--- src/rtl/qhv_fifo.sv ---
// Query hypervector holding block: a freely writable staging register feeding a
// committed-query FIFO that drains to the associative memory over valid/ready.
module qhv_fifo #(
    parameter  int HVDimension  = 512,
    parameter  int QHVFifoDepth = 4,
    localparam int PtrWidth     = (QHVFifoDepth > 1) ? $clog2(QHVFifoDepth) : 1,
    localparam int CntWidth     = $clog2(QHVFifoDepth + 1)
) (
    input  logic                   clk_i,
    input  logic                   rst_ni,
    input  logic [HVDimension-1:0] qhv_i,
    input  logic                   qhv_wen_i,
    input  logic                   qhv_clr_i,
    input  logic                   qhv_am_load_i,
    output logic [HVDimension-1:0] qhv_o,
    output logic [HVDimension-1:0] am_qhv_o,
    output logic                   am_qhv_valid_o,
    input  logic                   am_qhv_ready_i,
    output logic                   qhv_stall_o,
    output logic [CntWidth-1:0]    qhv_count_o,
    output logic                   qhv_full_o,
    output logic                   qhv_empty_o
);

    logic [HVDimension-1:0] r_stage;
    logic [HVDimension-1:0] r_mem [QHVFifoDepth];
    logic [PtrWidth-1:0]    r_rd_ptr;
    logic [PtrWidth-1:0]    r_wr_ptr;
    logic [CntWidth-1:0]    r_count;

    logic                   w_full;
    logic                   w_empty;
    logic                   w_pop;
    logic                   w_push;
    logic [PtrWidth-1:0]    w_rd_ptr_inc;
    logic [PtrWidth-1:0]    w_wr_ptr_inc;

    assign w_full  = (r_count == CntWidth'(QHVFifoDepth));
    assign w_empty = (r_count == '0);
    assign w_pop   = ~w_empty & am_qhv_ready_i;
    // A full FIFO still takes a commit when the head leaves in the same cycle.
    assign w_push  = qhv_am_load_i & (~w_full | w_pop);

    assign w_rd_ptr_inc = (r_rd_ptr == PtrWidth'(QHVFifoDepth - 1)) ? '0 : r_rd_ptr + 1'b1;
    assign w_wr_ptr_inc = (r_wr_ptr == PtrWidth'(QHVFifoDepth - 1)) ? '0 : r_wr_ptr + 1'b1;

    always_ff @(posedge clk_i or negedge rst_ni) begin
        if (!rst_ni) begin
            r_stage  <= '0;
            r_rd_ptr <= '0;
            r_wr_ptr <= '0;
            r_count  <= '0;
        end else if (qhv_clr_i) begin
            r_stage  <= '0;
            r_rd_ptr <= '0;
            r_wr_ptr <= '0;
            r_count  <= '0;
        end else begin
            if (qhv_wen_i) r_stage  <= qhv_i;
            if (w_pop)     r_rd_ptr <= w_rd_ptr_inc;
            if (w_push)    r_wr_ptr <= w_wr_ptr_inc;
            if (w_push && !w_pop)      r_count <= r_count + 1'b1;
            else if (w_pop && !w_push) r_count <= r_count - 1'b1;
        end
    end

    // Each entry captures the staging value from before the edge, so a same-cycle
    // staging write never leaks into the committed query.
    generate
        for (genvar gi = 0; gi < QHVFifoDepth; gi++) begin : g_entry
            always_ff @(posedge clk_i or negedge rst_ni) begin
                if (!rst_ni) begin
                    r_mem[gi] <= '0;
                end else if (!qhv_clr_i && w_push && (r_wr_ptr == PtrWidth'(gi))) begin
                    r_mem[gi] <= r_stage;
                end
            end
        end
    endgenerate

    assign qhv_o          = r_stage;
    assign am_qhv_o       = r_mem[r_rd_ptr];
    assign am_qhv_valid_o = ~w_empty;
    assign qhv_stall_o    = qhv_am_load_i & w_full & ~w_pop & ~qhv_clr_i;
    assign qhv_count_o    = r_count;
    assign qhv_full_o     = w_full;
    assign qhv_empty_o    = w_empty;

endmodule

--- config.mk ---
export PLATFORM = sky130hd
export DESIGN_NAME = qhv_fifo
export DESIGN_NICKNAME = d
export VERILOG_FILES = /design/src/rtl/qhv_fifo.sv
export SDC_FILE = /design/constraint.sdc
export NUM_CORES = 2
export LEC_CHECK = 0
export ABC_AREA = 1
export CAP_MARGIN = 40
export CELL_PAD_IN_SITES_DETAIL_PLACEMENT = 2
export CELL_PAD_IN_SITES_GLOBAL_PLACEMENT = 2
export CORE_ASPECT_RATIO = 0.5
export CORE_MARGIN = 2
export CORE_UTILIZATION = 34
export DETAILED_ROUTE_END_ITERATION = 6
export MAX_ROUTING_LAYER = met4
export PLACE_DENSITY_LB_ADDON = 0.1
export SETUP_SLACK_MARGIN = 0.3
export SYNTH_ARGS = -nofsm -noshare
export SYNTH_HDL_FRONTEND = slang
export SYNTH_SLANG_ARGS = --single-unit
--- constraint.sdc ---
create_clock -name clk_i -period 2.7 [get_ports clk_i]
set_input_delay 0.81 -clock clk_i [delete_from_list [all_inputs] [get_ports clk_i]]
set_output_delay 0.81 -clock clk_i [all_outputs]
set_load 0.1 [all_outputs]
# Yosys cells after proc, flatten, opt, wreduce, memory -nomap -nowiden
# Cells that the tools add are included.
# word_totals
out_inout_bits	1031
elab_cells	59
in_bits	518
ff_bits	2567
# op_classes
bitwise	11
n_reduce_logical	16
addsub	4
n_eq_ne	5
order_cmp	1
n_mux	14
# ops
op	count
two-way mux 512 bit	4
binary-select mux 512 bit (select 2 bit)	1
two-way mux 2 bit	6
two-way mux 3 bit	3
logical AND 1 bit	7
equality test 2 bit (second input constant)	3
nonzero test 2 bit	3
bitwise AND 1 bit	5
adder 2 x 1 -> 2 bit (second input constant)	2
inverter 1 bit	4
adder 3 x 1 -> 3 bit (second input constant)	1
equality test 3 bit (second input constant)	1
greater-or-equal comparator 3 bit (second input constant)	1
logical NOT 1 bit	3
logical NOT 3 bit	1
inverter 2 -> 3 bit	1
nonzero test 3 bit	1
subtractor 3 x 1 -> 3 bit (second input constant)	1
equality test 2 x 1 -> 1 bit (second input constant)	1
logical NOT 2 bit	1
OR 1 bit	1

# Depth between registers and ports, before layout
# logic_depth
ltp_word	10
mapped_depth	14

# Least setup slack after synthesis
# Ideal clock, no wire load.
# synth_timing
kind	reg2out
from	register r_count[2] (netlist: qhv_count_o[2])
to	output qhv_stall_o
path_stages_with_launch	3
slack_ns	-1.442
path_buffers	0
arrival_time_ns	3.332
cell_sequence	dfrtp_1 > nand3_2 > nor3_1
# synth_between
elab_chain_len	6
elab_cells_between_ends	8
classes_between	eq/ne: 1; bitwise: 6; reduce/logical: 1
# synth_rtl
element	line	source
from (decl)	29	logic [CntWidth-1:0] r_count;
from (signal assigned)	62	if (w_push && !w_pop) r_count <= r_count + 1'b1;
from (signal assigned)	63	else if (w_pop && !w_push) r_count <= r_count - 1'b1;
logical NOT 3 bit	39	assign w_empty = (r_count == '0);
inverter 1 bit	40	assign w_pop = ~w_empty & am_qhv_ready_i;
bitwise AND 1 bit	40	
inverter 1 bit	84	assign qhv_stall_o = qhv_am_load_i & w_full & ~w_pop & ~qhv_clr_i;
bitwise AND 1 bit * (2 in a row)	84	
to (decl)	19	output logic qhv_stall_o,
# Mark *: on every way between the ends. The rest lies on a longest branch, timed or not.

# Worst setup path after layout
# layout_timing
from	register r_rd_ptr[0]
to	output am_qhv_o[125]
# layout_between
elab_chain_len	4
# layout_rtl
element	line	source
from (decl)	27	logic [PtrWidth-1:0] r_rd_ptr;
from (signal assigned)	60	if (w_pop) r_rd_ptr <= w_rd_ptr_inc;
inverter 2 -> 3 bit (implied by the code)	82	assign am_qhv_o = r_mem[r_rd_ptr];
binary-select mux 512 bit (select 2 bit)	82	
two-way mux 512 bit (implied by the code) (2 in a row)	82	
to (decl)	16	output logic [HVDimension-1:0] am_qhv_o,
# Every way passes these cells. The select of a mux whose other input is x is not followed.

==> results.json <==
{
  "status": "complete, but fails checks",
  "violations": "negative setup slack",
  "fin_crit_ns": 3.584,
  "vias": 96830,
  "slew_headroom": 0.5076,
  "critPathRequiredTime_ns": 1.89,
  "antenna_found_initial": 7,
  "grt_max_degree": 123,
  "path_max_fanout": 14,
  "grt_usage": 0.2844,
  "layout_commonest_cell": "dfrtp_1",
  "met1_length_mm": 180.4,
  "fmax_mhz": 279.0,
  "wirelength_mm": 468.1,
  "critPathLaunchType": "flip-flop",
  "syn_area_um2": 111500,
  "drive_above_1_share": 0.2321,
  "layout_common_cells": "2562 x dfrtp_1, 2066 x nand2_1, 2048 x o21a_1",
  "cp.arrival_ns": 2.77,
  "max_stage_delay_ns": 0.56,
  "final_util": 0.4940,
  "rsz0062_at_grt": "true",
  "finalWeightedCongestion": 0.8244,
  "areaGrowthSynthToFinish_pct": 44.32,
  "fin_skew_ns": 0.04354,
  "final_area_um2": 160900,
  "post_drt_wl_per_cell_um": 26.01,
  "hold_class": "reg -> reg",
  "fin_cells": 17990,
  "syn_area_per_cell_um2": 9.456,
  "grt_pass1_vias": 109400,
  "cts_buffer_depth": 4,
  "finalSetupViolations": 516,
  "hpwl_mm": 329.4,
  "crit_path_end_kind": "output port",
  "place.port_buffers": 1548,
  "fillers": 32550,
  "cts_sinks": 2567,
  "synth_top_cell_by_area": "dfrtp_1",
  "routed_via_density": 5.381,
  "syn-instance-count": 11790,
  "yosys.area.top_type_share": 0.5761,
  "rows": 148,
  "grt_overflow_total": 0,
  "ios": 1549,
  "wl_met2_mm": 251.5,
  "path_class": "reg -> out",
  "die_area_um2": 332800,
  "insertion_delay_ns": 0.88,
  "dr.pass1.iters": 5,
  "ctsRootBufferMaster": "clkbuf_16",
  "fin_crit_sh": 1.328,
  "start_util": 0.3423,
  "nets": 13980,
  "drtIter0Drc": 4591,
  "top_layer": "met4",
  "cts_buffers": 268,
  "ys_types": 23,
  "worstMarginPinSlew_ns": 0.7387,
  "drv_cap": 0,
  "fp.dieW_um": 813.8,
  "cts_tree": "yes",
  "drc": 0,
  "die_y_um": 408.9,
  "core_area_um2": 325700,
  "grt_pass1_wl_mm": 708.3,
  "synth-seq-cells": 2567,
  "clk_pin_slew_worst_paths_ns": 0.06,
  "dp_cells": 17470,
  "hold_viol": 0,
  "critical-path-slowest-cell": "dfrtp_4",
  "ys_warn_count": 0,
  "fin_ws_ns": -0.8843,
  "maxSlewViolCount": 0,
  "htreeDepth": 5,
  "met3WireLength_mm": 11.44,
  "crit_chain": "buf_12 -> buf_16 -> buf_16 -> buf_12 -> o21ai_1 -> o22ai_4 -> buf_12",
  "critPathTopFamily": "buffers and inverters",
  "synth_fp_nets": 12320,
  "crit_top_cell": "buf_12",
  "ant_nets": 0,
  "crit_buf_inv": 5,
  "yosys-top-cells-area": "dfrtp_1 58%, o21a_1 14%, nand2_1 7.0%",
  "synth_seq_area_share": 0.5761,
  "placed_cell_area_um2": 150300
}
==> synthesized netlist by cell type <==
master and number:
a21oi_1 1, buf_1 8, buf_2 431, buf_4 102
buf_6 6, clkbuf_1 416, dfrtp_1 2567, fa_1 1
ha_1 5, inv_1 529, inv_2 3, nand2_1 2067
nand3_1 519, nand3_2 1, nand3_4 1, nand4_1 1
nor2_1 1025, nor2_4 4, nor3_1 3, o21a_1 2048
o21ai_0 1539, o22ai_1 513, or2_2 1
==> registers in the layout, indices dropped and copies added, names as in the netlist <==
signal,cells
r_wr_ptr,2
qhv_o,512
r_mem,2048
r_rd_ptr,2
qhv_count_o,3
==> routing by layer <==
layer / track usage / up-vias
met5: - / -
met4: 0.1267 / 0
met3: 0.02954 / 767
met2: 0.5157 / 1340
met1: 0.3158 / 51640
li1: - / 43080
==> timing repair <==
action,CTS,global route
hold buffers,1,0
setup endpoints to repair,970,976
pin swaps,30,15
hold endpoints to repair,9,0
buffers inserted,28,15
cloned,19,8
gates resized for setup,348,200
==> path summary, 6_finish.rpt <==
kind                                 end      startpoint  slack (ns)  depth (start not counted)
max                        am_qhv_o[125]     r_rd_ptr[0]       -0.88                          7
min                          r_mem[1528]     r_mem[1528]        0.48                          1
max reg2reg                  r_mem[1157]  qhv_count_o[1]        0.42                          9
min reg2reg                  r_mem[1528]     r_mem[1528]        0.48                          1
max in group asynchronous      qhv_o[59]          rst_ni        1.00                          3
min in group asynchronous     r_mem[457]          rst_ni        0.50                          2
==> per-stage QoR <==
stage / worst slack, ns / TNS [ns] / hold WS [ns]
floorplan: -0.3426 / -0.4032 / 0.4586
global placement: -0.5025 / -703.94 / 0.4668
detailed placement: -0.5077 / -743.34 / 0.4741
CTS: -0.9626 / -453.96 / 0.4333
global route: -0.9819 / -465.23 / 0.4598
finish: -0.8843 / -403.53 / 0.4812
==> cells by family (layout without fill, tap and decap cells) <==
group | Yosys count | after routing | synth area share
buffers and inverters | 1495 | 3341 | 0.05901
AOI/OAI and AO/OA | 4101 | 4101 | 0.2358
DFF | 2567 | 2567 | 0.5761
and+or+nand+nor | 3622 | 3622 | 0.1283
other | 0 | 7 | 0
adders and majority gates | 6 | 6 | 0.0007407
==> area by class of cell <==
class	count	area, µm²	share of cell area
Tap cell	4350	5443	0.03383
Timing Repair inverter	3	50.05	0.0003110
Sequential cell	2567	64250	0.3993
Inverter	532	2051	0.01274
Antenna cell	7	17.52	0.0001089
Clock inverter	42	456.7	0.002838
Multi-Input combinational cell	7729	50320	0.3127
Timing Repair Buffer	2357	30300	0.1883
Clock buffer	407	8020	0.04984
Power is left out: the tool's default activity adds up to more than one toggle a clock period on the data nets, which glitch-free logic cannot reach.
